<file path="config.mk">
export PLATFORM = sky130hd
export DESIGN_NAME = mac_stream_feeder
export DESIGN_NICKNAME = d
export VERILOG_FILES = /design/src/rtl/mac_stream_feeder.sv
export SDC_FILE = /design/constraint.sdc
export NUM_CORES = 1
export LEC_CHECK = 0
export ABC_CLOCK_PERIOD_IN_PS = 5300
export BUFFER_PORTS_ARGS = -buffer_cell sky130_fd_sc_hd__buf_2
export CORE_ASPECT_RATIO = 1.5
export CORE_MARGIN = 3
export CORE_UTILIZATION = 25
export DETAILED_ROUTE_END_ITERATION = 12
export GPL_TIMING_DRIVEN = 0
export REMOVE_ABC_BUFFERS = 1
export SETUP_SLACK_MARGIN = 0.02
export SYNTH_ARGS = -nofsm -noshare
export SYNTH_HDL_FRONTEND = slang
export SYNTH_SLANG_ARGS = --single-unit
</file>
<file path="constraint.sdc">
create_clock -name clk -period 5.3 [get_ports clk]
set_clock_uncertainty 0.1 [all_clocks]
set_input_delay 1.06 -clock clk [delete_from_list [all_inputs] [get_ports clk]]
set_output_delay 1.06 -clock clk [all_outputs]
set_load 0.02 [all_outputs]
</file>
<file path="src/rtl/mac_stream_feeder.sv">
// mac_stream_feeder
//   Transmit-side sequencer for a streaming multiply-accumulate unit. The host
//   fills an operand-pair buffer while the block is idle, then pulses start.
//   The block clears the MAC, streams one pair per cycle, waits out the MAC
//   latency, and captures the accumulator as the dot product.
//
// Ports
//   clk, reset_n            clock, asynchronous active-low reset
//   wr_en, wr_a, wr_b       push one signed operand pair (IDLE only)
//   buf_clr                 empty the buffer (IDLE only)
//   start, vec_len          run a dot product over the first vec_len entries
//   stream_a, stream_b      registered operands to the MAC (0 outside STREAM)
//   mac_clr_n               registered active-low clear for the MAC
//   mac_result              MAC accumulator output
//   dot_out, dot_valid      captured result and its one-cycle strobe
//   busy                    FSM not in IDLE
//   buf_count               valid buffer entries
//   err                     one-cycle pulse on a rejected request
//   chk_fail, ovf           only with MAC_FEED_CHECK_EN: shadow-sum mismatch
//                           and signed overflow of the true dot product
//
// Optional build macro: MAC_FEED_CHECK_EN (adds the shadow accumulator).
module mac_stream_feeder #(
    parameter int DATA_W  = 8,
    parameter int RES_W   = 16,
    parameter int DEPTH   = 16,
    parameter int MAC_LAT = 1
) (
    input  logic                     clk,
    input  logic                     reset_n,
    input  logic                     wr_en,
    input  logic [DATA_W-1:0]        wr_a,
    input  logic [DATA_W-1:0]        wr_b,
    input  logic                     buf_clr,
    input  logic                     start,
    input  logic [$clog2(DEPTH):0]   vec_len,
    output logic [DATA_W-1:0]        stream_a,
    output logic [DATA_W-1:0]        stream_b,
    output logic                     mac_clr_n,
    input  logic [RES_W-1:0]         mac_result,
    output logic [RES_W-1:0]         dot_out,
    output logic                     dot_valid,
    output logic                     busy,
    output logic [$clog2(DEPTH):0]   buf_count,
`ifdef MAC_FEED_CHECK_EN
    output logic                     chk_fail,
    output logic                     ovf,
`endif
    output logic                     err
);
    localparam int AW  = $clog2(DEPTH);
    localparam int LW  = AW + 1;
    localparam int DRW = (MAC_LAT > 2) ? $clog2(MAC_LAT) : 1;
    // DRAIN lasts MAC_LAT-1 cycles: count down from MAC_LAT-2 to 0.
    localparam logic [DRW-1:0] DRAIN_INIT = DRW'((MAC_LAT > 1) ? MAC_LAT - 2 : 0);

    typedef enum logic [2:0] {IDLE, CLEAR, STREAM, DRAIN, CAPTURE} state_t;

    state_t              r_state, w_nxt;
    logic [2*DATA_W-1:0] r_mem [DEPTH];
    logic [LW-1:0]       r_count, r_len, r_rd_ptr;
    logic [DRW-1:0]      r_drain;
    logic                r_zero;
    logic [DATA_W-1:0]   r_stream_a, r_stream_b;
    logic                r_mac_clr_n, r_dot_valid, r_err;
    logic [RES_W-1:0]    r_dot_out;
    logic                w_idle, w_accept, w_start_err, w_wr_ok, w_err, w_clr;

    assign w_idle = (r_state == IDLE);

    // start is resolved first; a write or clear in the same cycle is dropped.
    assign w_clr   = w_idle && !start && buf_clr;
    assign w_wr_ok = w_idle && !start && !buf_clr && wr_en && (r_count < LW'(DEPTH));
    assign w_err   = w_start_err
                   || (wr_en && (!w_idle || start || (!buf_clr && r_count == LW'(DEPTH))))
                   || (buf_clr && w_idle && start);

    always_comb begin
        w_nxt       = r_state;
        w_accept    = 1'b0;
        w_start_err = 1'b0;
        case (r_state)
            IDLE: if (start) begin
                if (vec_len > r_count) begin
                    w_start_err = 1'b1;
                end else begin
                    w_accept = 1'b1;
                    w_nxt    = (vec_len == '0) ? CAPTURE : CLEAR;
                end
            end
            CLEAR:   w_nxt = STREAM;
            // r_rd_ptr is one past the pair on the bus, so equality means
            // the last pair is being presented this cycle.
            STREAM:  if (r_rd_ptr == r_len) w_nxt = (MAC_LAT > 1) ? DRAIN : CAPTURE;
            DRAIN:   if (r_drain == '0) w_nxt = CAPTURE;
            CAPTURE: w_nxt = IDLE;
            default: w_nxt = IDLE;
        endcase
    end

    always_ff @(posedge clk or negedge reset_n) begin
        if (!reset_n) begin
            r_state     <= IDLE;
            r_count     <= '0;
            r_len       <= '0;
            r_rd_ptr    <= '0;
            r_drain     <= '0;
            r_zero      <= 1'b0;
            r_stream_a  <= '0;
            r_stream_b  <= '0;
            r_mac_clr_n <= 1'b0;
            r_dot_out   <= '0;
            r_dot_valid <= 1'b0;
            r_err       <= 1'b0;
        end else begin
            r_state     <= w_nxt;
            r_err       <= w_err;
            r_dot_valid <= (r_state == CAPTURE);

            if (w_clr)        r_count <= '0;
            else if (w_wr_ok) r_count <= r_count + 1'b1;

            if (w_accept) begin
                r_len    <= vec_len;
                r_rd_ptr <= '0;
                r_zero   <= (vec_len == '0);
            end

            r_stream_a <= '0;
            r_stream_b <= '0;
            if (w_nxt == STREAM) begin
                {r_stream_a, r_stream_b} <= r_mem[r_rd_ptr[AW-1:0]];
                r_rd_ptr <= r_rd_ptr + 1'b1;
            end

            if (w_nxt == CLEAR)       r_mac_clr_n <= 1'b0;
            else if (w_nxt == STREAM) r_mac_clr_n <= 1'b1;

            if (w_nxt == DRAIN && r_state != DRAIN) r_drain <= DRAIN_INIT;
            else if (r_state == DRAIN)              r_drain <= r_drain - 1'b1;

            if (r_state == CAPTURE) r_dot_out <= r_zero ? '0 : mac_result;
        end
    end

    // Buffer storage needs no reset; only r_count defines what is valid.
    always_ff @(posedge clk) begin
        if (w_wr_ok) r_mem[r_count[AW-1:0]] <= {wr_a, wr_b};
    end

`ifdef MAC_FEED_CHECK_EN
    localparam int SW = 2*DATA_W + AW;
    logic signed [SW-1:0]       r_shadow;
    logic signed [2*DATA_W-1:0] w_prod;
    logic [RES_W-1:0]           w_cap;
    logic                       r_chk_fail, r_ovf;

    assign w_prod = $signed(r_stream_a) * $signed(r_stream_b);
    assign w_cap  = r_zero ? '0 : mac_result;

    always_ff @(posedge clk or negedge reset_n) begin
        if (!reset_n) begin
            r_shadow   <= '0;
            r_chk_fail <= 1'b0;
            r_ovf      <= 1'b0;
        end else begin
            if (w_accept)               r_shadow <= '0;
            else if (r_state == STREAM) r_shadow <= r_shadow + w_prod;
            r_chk_fail <= (r_state == CAPTURE) && (w_cap != r_shadow[RES_W-1:0]);
            r_ovf      <= (r_state == CAPTURE) &&
                          (r_shadow != SW'($signed(r_shadow[RES_W-1:0])));
        end
    end

    assign chk_fail = r_chk_fail;
    assign ovf      = r_ovf;
`endif

    assign stream_a  = r_stream_a;
    assign stream_b  = r_stream_b;
    assign mac_clr_n = r_mac_clr_n;
    assign dot_out   = r_dot_out;
    assign dot_valid = r_dot_valid;
    assign busy      = !w_idle;
    assign buf_count = r_count;
    assign err       = r_err;
endmodule

</file>
Word-level counts from Yosys, hierarchy flattened
Memory sizes are Yosys's and may differ from the RTL's.
Cells that the tools add are included.
{ "word_totals": {"inputBits": 42, "word_cells": 76, "ram_bits": 256, "out_inout_bits": 41, "mem_count": 1, "regBits": 55} }
{ "classes": {"eq_ne": 10, "n_reduce_logical": 23, "n_addsub": 3, "magnitude_cmp": 2, "mux": 25} }
{ "mem_list": {"columns": ["memory", "words", "word_bits", "read_ports", "rd_ports_with_merged_regs", "write_ports", "line", "source"], "rows": [
  ["r_mem", 16, 16, 1, 0, 1, "60", "logic [2*DATA_W-1:0] r_mem [DEPTH];"]
]} }
{ "op_table": {"columns": ["operator", "count"], "rows": [
  ["two-way mux 5 bit", 4],
  ["two-way mux 16 bit", 1],
  ["two-way mux 8 bit", 2],
  ["two-way mux 3 bit", 5],
  ["== test 3 x 2 -> 1 bit (second input constant)", 4],
  ["two-way mux 1 bit", 12],
  ["case mux 3 bit (4 select lines)", 1],
  ["adder 5 x 1 -> 5 bit (second input constant)", 2],
  ["logical AND 1 bit", 10],
  ["nonzero test 2 bit", 4],
  ["== test 3 x 1 -> 1 bit (second input constant)", 2],
  ["== test 5 bit", 1],
  ["== test 5 bit (second input constant)", 1],
  ["> comparator 5 bit", 1],
  ["zero test 5 bit", 1],
  ["< comparator 5 bit (second input constant)", 1],
  ["logical OR 1 bit", 4],
  ["== test 3 bit (second input constant)", 1],
  ["zero test 1 bit", 3],
  ["zero test 3 bit", 1],
  ["inequality test 3 x 2 -> 1 bit (second input constant)", 1],
  ["subtractor 1 bit (second input constant)", 1]
]} }

Depth between registers and ports, before layout
Gate-level depths: netlist of run 1.
{ "depth": {"word_depth": 8, "ltp_mapped": 9, "ltp_nobuf": 7} }

Worst setup path after synthesis of run 1
Ideal clock, no wire load.
{ "synth_path": {"kind": "input to register", "start": "input wr_en", "end": "memory r_mem[3][0] (netlist name) (enable)", "stages": 4, "path_slack_ns": 1.914, "setup_time_ns": 0.409, "n_path_buf": 0, "t_required_ns": 4.791, "t_arrival_ns": 2.877, "path_cell_list": "inv_1 nor4b_4 nand2_1 nor3_1"} }
{ "synth_via": {"elab_chain_cells": 4} }
{ "synth_rtl": {"columns": ["element", "line", "source"], "rows": [
  ["start: declaration", "31", "input logic wr_en,"],
  ["logical AND 1 bit (2 in series)", "73", "assign w_wr_ok = w_idle && !start && !buf_clr && wr_en && (r_count < LW'(DEPTH));"],
  ["two-way mux 1 bit", "148", "if (w_wr_ok) r_mem[r_count[AW-1:0]] <= {wr_a, wr_b};"],
  ["two-way mux 1 bit (not written as such)", "148", null],
  ["end: declaration", "60", null]
]} }
No other way between the ends.

Worst setup path after layout of run 1
{ "layout_path": {"start": "register r_rd_ptr[3]", "end": "register r_rd_ptr[4]"} }
{ "layout_via": {"elab_chain_cells": 5, "elab_cells_between_ends": 7, "cone_classes": "1 x add/sub; 2 x eq/ne; 3 x mux; 1 x reduce/logical"} }
{ "layout_rtl": {"columns": ["element", "line", "source"], "rows": [
  ["start: declaration", "61", "logic [LW-1:0] r_count, r_len, r_rd_ptr;"],
  ["start signal: assignment", "133", "r_rd_ptr <= r_rd_ptr + 1'b1;"],
  ["== test 5 bit", "94", "STREAM: if (r_rd_ptr == r_len) w_nxt = (MAC_LAT > 1) ? DRAIN : CAPTURE;"],
  ["two-way mux 3 bit", "94", null],
  ["case mux 3 bit (4 select lines)", "82", "case (r_state)"],
  ["== test 3 x 2 -> 1 bit", "131", "if (w_nxt == STREAM) begin"],
  ["two-way mux 5 bit or nonzero test 2 bit (tied branches)", null, null]
]} }
Parallel ways exist; a longest one is shown, timed or not.
A chain may end at the register's enable or synchronous reset.

==> results.yml, run 1 <==
min_path:
  min_to: "dot_out[4]$_DFFE_PN0P_"
  hold_path.class: "register to register"
  hold_depth: 2
  hold_start: "dot_out[4]$_DFFE_PN0P_"
timing:
  setup_viol: 0
  hold_ws_ns: 0.377
  fin_crit_sh_pct: 64.7
  tns_ns: 0
  slew_violations: 0
  setup_ws_ns: 1.87
  fmax_mhz: 292
  rsz0062_at_grt: "false"
  worstMarginPinSlew_ns: 1.31
  fin_crit_ns: 3.43
  hold_viol: 0
  max_slew_margin_pct: 12.7
placed_design:
  placed_cells_incl_taps: 1328
  hpwl_mm: 16.4
  port_buffers: 82
  place_congestion: 0.728
  pre_cts_slack_ns: 1.75
setup_path:
  timing.rr.start: "r_rd_ptr[3]$_DFFE_PN0P_"
  path_class: "register to register"
  cp.required_ns: 5.63
  r2r_cells: 5
  start_kind: "register"
  reg2reg_to: "r_rd_ptr[4]$_DFFE_PN0P_"
  worstPathArrival_ns: 3.76
  cp_max_fo: 29
  reg2reg_slack_ns: 1.87
  crit_path_end_kind: "register"
cts:
  htreeDepth: 1
  clkTransAtPathRegs_ns: 0.06
  clock-sinks: 311
  cts-hold-fix-buffers: 0
  clk_path_buf_depth: 3
  clock_latency_ns: 0.56
  cts_resized: 0
  cts_buffers: 29
  post_cts_buffers: 0
  cts_tree: "yes"
  root_buffer: "clkbuf_16"
power_and_ir_drop:
  pwr-share-comb_pct: 22.4
  p_total_mw: 6.71
  power_frac_clock_pct: 31.2
  leakage_nw: 4.93
  swShare_pct: 28.0
  p_per_area_mw_per_mm2: 460
  p_switching_mw: 1.88
  internal_power_mw: 4.83
  seqPwrFrac_pct: 46.3
  ir_drop_mv: 0.227
finish:
  fin_cells: 1383
  fin_nets: 761
  area_delta_synth_final_pct: 19.5
  n_fill_cell: 4636
  drive_gt1_share_pct: 34.2
detailed_routing:
  via_count: 5882
  routed_via_density: 4.25
  wire_per_inst_um: 19.0
  drcViolationCount: 0
  drt-total-wl_mm: 26.3
  drtAntennaViolNets: 0
  dr.pass1.iters: 4
  drt_iter0_drc: 503
floorplanning:
  rows: 98
  pin_count: 83
  start_util_pct: 25.4
  dieArea_mm2: 0.0515
  die_y_um: 276
  core_area_mm2: 0.0479
  die_w_um: 186
logic_synthesis:
  netlist_area_mm2: 0.0122
  ys_seq_elements: 311
  muxShareOfSynthArea_pct: 15.2
  synthSimpleGateAreaFrac_pct: 4.38
  synthAdderAreaFrac_pct: 1.03
  yosysWarningCount: 0
  synth_cells: 609
  synth_xor_area_share_pct: 0.718
  ys_types: 44
  syn_area_per_cell_um2: 20.0
  synth_compound_area_share_pct: 2.31
  ys_seq_area_share_pct: 74.4
  synth_top_family_by_area: "multiplexers"
global_routing:
  grt_max_degree: 56
  overflow: 0
  grt_pass1_wl_mm: 40.2
  antenna_found_initial: 2
  track_usage_pct: 10.1
  grt_pass1_vias: 6307
run:
  max_cap_viol_count: 0
outcome:
  status: "completed"
## layout by cell type (no fill, tap or decap), types with 6 or more instances in the layout
cell type / instances
nand2b_1: 18
inv_1: 14
clkbuf_16: 29
edfxtp_1: 256
nor2_2: 10
nor2_1: 10
nor2b_1: 17
clkbuf_1: 10
nand2_1: 28
dfrtp_1: 52
buf_6: 7
buf_16: 6
o21ai_0: 24
mux4_2: 80
ha_1: 10
buf_2: 81
## how the worst max path moves through the flow
stage                             from                       to  slack, ns  cells after the start
2_1_floorplan  r_rd_ptr[0]$_DFFE_PN0P_  r_rd_ptr[3]$_DFFE_PN0P_        1.0                      5
3_3_place_gp   r_rd_ptr[0]$_DFFE_PN0P_  r_rd_ptr[0]$_DFFE_PN0P_      -0.81                      5
3_5_place_dp                   buf_clr   r_mem[2][14]$_DFFE_PP_       1.75                      6
4_1_cts        r_rd_ptr[3]$_DFFE_PN0P_  r_rd_ptr[4]$_DFFE_PN0P_       1.75                      5
5_1_grt        r_rd_ptr[3]$_DFFE_PN0P_  r_rd_ptr[3]$_DFFE_PN0P_       1.56                      5
6_report       r_rd_ptr[3]$_DFFE_PN0P_  r_rd_ptr[4]$_DFFE_PN0P_       1.87                      5
## sequential cells by signal (all words and copies together) (netlist names), 3 cells and up
signal and count:
r_mem 256, buf_count 5, r_len 5, stream_b 8, dot_out 16, stream_a 8, r_state 3, r_rd_ptr 5
## synthesized netlist by cell type, drive strengths merged
master	number	share of area (%)
o211a	1	0.082
nor4b	1	0.19
nand2	28	0.86
nand3b	1	0.062
xnor2	5	0.36
mux2	4	0.37
mux4	80	15
and4	1	0.072
a211o	2	0.14
nand4	1	0.051
nand2b	18	0.92
nor2b	17	0.87
ha	10	1.0
dfrtp	55	11
or2	1	0.051
a31o	1	0.072
o31ai	1	0.062
xor2	5	0.36
o32ai	1	0.072
o211ai	2	0.12
inv	14	0.43
a21oi	5	0.21
nor2	22	0.68
edfxtp	256	63
mux2i	1	0.082
a2bb2oi	1	0.072
a311o	2	0.16
nor3	9	0.41
o21ai	24	0.99
o41ai	1	0.072
clkbuf	15	0.46
or4	1	0.062
a22oi	2	0.12
o22ai	1	0.051
nand3	2	0.082
buf	16	1.1
nor3b	1	0.062
o21ba	1	0.082
## worst max-delay path: stages (launching register included)
cell	delay, ns
dfrtp_1	1.22
xor2_1	0.18
nor3_1	0.30
a211o_1	1.02
nor3_1	0.11
a311o_1	0.35
## through the flow
step / cell area [um^2] / util, %
global route: 14600 / 30.4
CTS: 14600 / 30.4
global placement: 13200 / 27.6
finish: 14600 / 30.4
detailed placement: 13600 / 28.4
floorplan: 12000 / -
## power groups by stage
stage	logic [mW]	clock network, mW	registers, mW
after floorplan	0.917	0	3.29
after global placement	1.46	0	3.29
after detailed placement	1.54	0	3.18
after CTS	1.54	2.15	3.13
after global routing	1.65	2.25	3.16
final	1.50	2.10	3.11
## final cells by class
cell class                 instances  area [um^2]  area share [%]
timing repair buffer             100          732            5.02
tap                              650          813            5.58
sequential                       311         9070            62.3
multi-input combinational        253         2950            20.2
antenna                            1         2.50          0.0172
inverter                          14         52.6           0.361
clock inverter                    15          191            1.31
clock buffer                      39          763            5.24
## routing by layer
metal / vias to the layer above / track usage, % / part of all wire, %
met5: - / 0 / 0
met2: 171 / 17.4 / 50
met1: 3045 / 13.0 / 42
met3: 39 / 1.64 / 5.4
met4: 0 / 3.49 / 2.4
li1: 2627 / - / -
## cell families (layout without fill, tap and decap cells)
group	Yosys count	count (layout)
XOR/XNOR	10	10
adder cells (fa/ha/maj)	10	10
other	0	1
AO/OA/AOI/OAI	45	45
buffers and inverters	45	168
flip-flops	311	311
multiplexers	85	85
AND/OR/NAND/NOR	103	103
Power figures use the tool's default switching activity.
==> run 2, diff against run 1 <==
--- a/config.mk
+++ b/config.mk
@@ -5,7 +5,7 @@
 export SDC_FILE = /design/constraint.sdc
 export NUM_CORES = 1
 export LEC_CHECK = 0
-export ABC_CLOCK_PERIOD_IN_PS = 5300
+export ABC_CLOCK_PERIOD_IN_PS = 3500
 export BUFFER_PORTS_ARGS = -buffer_cell sky130_fd_sc_hd__buf_2
 export CORE_ASPECT_RATIO = 1.5
 export CORE_MARGIN = 3
==> constraint.sdc (replaced) <==
create_clock -name clk -period 3.5 [get_ports clk]
set_clock_uncertainty 0.1 [all_clocks]
set_input_delay 0.7 -clock clk [delete_from_list [all_inputs] [get_ports clk]]
set_output_delay 0.7 -clock clk [all_outputs]
set_load 0.02 [all_outputs]
==> results.yml, run 2 (synthesized netlist as in run 1, its figures left out) <==
cts:
  clk_path_buf_depth: 3
  clock-sinks: 311
  clock_latency_ns: 0.56
  clkTransAtPathRegs_ns: 0.07
  cts-hold-fix-buffers: 0
  cts_resized: 1
  root_buffer: "clkbuf_16"
  htreeDepth: 1
  cts_buffers: 29
  cts_tree: "yes"
  post_cts_buffers: 0
setup_path:
  cp_max_fo: 9
  cp.required_ns: 3.64
  crit_path_end_kind: "register"
  start_kind: "register"
  worstPathArrival_ns: 3.32
  path_class: "register to register"
outcome:
  status: "completed"
floorplanning:
  start_util_pct: 25.4
  die_w_um: 186
  rows: 98
  dieArea_mm2: 0.0515
  core_area_mm2: 0.0479
  die_y_um: 276
  pin_count: 83
power_and_ir_drop:
  leakage_nw: 4.93
  p_total_mw: 10.2
  internal_power_mw: 7.32
  seqPwrFrac_pct: 46.3
  power_frac_clock_pct: 31.3
  pwr-share-comb_pct: 22.4
  p_switching_mw: 2.84
  p_per_area_mw_per_mm2: 697
  swShare_pct: 27.9
  ir_drop_mv: 0.343
detailed_routing:
  drtAntennaViolNets: 0
  drt_iter0_drc: 489
  drt-total-wl_mm: 26.2
  routed_via_density: 4.25
  dr.pass1.iters: 4
  drcViolationCount: 0
  wire_per_inst_um: 19.0
  via_count: 5881
global_routing:
  grt_use_met2_pct: 17.4
  overflow: 0
  grt_max_degree: 56
  use_met3_pct: 1.65
  grt_pass1_vias: 6313
  antenna_found_initial: 2
  met1_usage_pct: 13.0
  grt_pass1_wl_mm: 40.2
  grt-busiest-layer: "met2"
  track_usage_pct: 10.1
timing:
  fmax_mhz: 315
  setup_ws_ns: 0.326
  worstMarginPinSlew_ns: 1.29
  fin_crit_sh_pct: 90.7
  hold_viol: 0
  setup_viol: 0
  hold_ws_ns: 0.119
  slew_violations: 0
  max_slew_margin_pct: 13.7
  fin_crit_ns: 3.17
  rsz0062_at_grt: "false"
finish:
  drive_gt1_share_pct: 34.3
  n_fill_cell: 4636
  fin_nets: 761
  final_util_pct: 30.4
  largest_reg_flops: 256
  design_area_mm2: 0.0146
  final_common_cell: "edfxtp_1"
  final_cell_mix: "edfxtp_1, buf_2, mux4_2"
  area_delta_synth_final_pct: 19.6
placed_design:
  dpl-instance-area_mm2: 0.0136
  hpwl_mm: 16.4
  pre_cts_slack_ns: -0.0153
  place_congestion: 0.728
  port_buffers: 82
min_path:
  hold_path.class: "input port to asynchronous set/reset pin"
run:
  max_cap_viol_count: 0
-- run 2: cell types whose count changed in the layout (fill, tap and decap cells not counted) --
cell	delta
a211o_1	-1
a211o_2	+1
-- run 2: critical path, stage by stage (launching register included) --
cell and delay [ns]:
dfrtp_1 0.47, nor3_2 0.30, inv_1 0.14, nor4b_4 0.47, nand2_1 0.29, nor3_2 0.78, buf_6 0.28
-- run 2: final timing paths --
kind                                                end              startpoint  cells after the start  slack (ns)
worst max-delay path              r_mem[2][3]$_DFFE_PP_    r_state[0]$_DFF_PN0_                      6        0.33
worst min-delay path            dot_out[15]$_DFFE_PN0P_                 reset_n                      1        0.12
worst max register to register    r_mem[2][3]$_DFFE_PP_    r_state[0]$_DFF_PN0_                      6        0.33
worst min register to register   dot_out[4]$_DFFE_PN0P_  dot_out[4]$_DFFE_PN0P_                      2        0.38
max in group asynchronous       r_rd_ptr[2]$_DFFE_PN0P_                 reset_n                      1        2.56
min in group clk                 dot_out[3]$_DFFE_PN0P_           mac_result[3]                      3        0.29
-- run 2: metal layers --
metal | wire length [um] | share of wire (%)
met5 | 0 | 0
met2 | 13200 | 50
met4 | 640 | 2.4
met3 | 1450 | 5.5
met1 | 10900 | 42
-- run 2: area by class of cell --
cell class | instances | area [um^2] | share of cell area [%]
Antenna cell | 1 | 2.50 | 0.0172
Multi-Input combinational cell | 253 | 2950 | 20.2
Tap cell | 650 | 813 | 5.58
Timing Repair Buffer | 100 | 732 | 5.02
Sequential cell | 311 | 9070 | 62.3
Clock inverter | 15 | 191 | 1.31
Clock buffer | 39 | 763 | 5.24
Inverter | 14 | 52.6 | 0.361
-- run 2: through the flow --
stage	cells	setup TNS, ns
after detailed placement	1328	-0.0266
after floorplan	578	-14.24
final	1383	0
after CTS	1382	0
after global routing	1382	0
after global placement	1310	-190.27
-- run 2: power by group through the flow --
stage               clock (mW)  combinational (mW)  sequential, mW
floorplan                    0                1.39            4.98
global placement             0                2.21            4.98
detailed placement           0                2.34            4.81
CTS                       3.26                2.34            4.73
global route              3.41                2.49            4.78
finish                    3.17                2.28            4.71
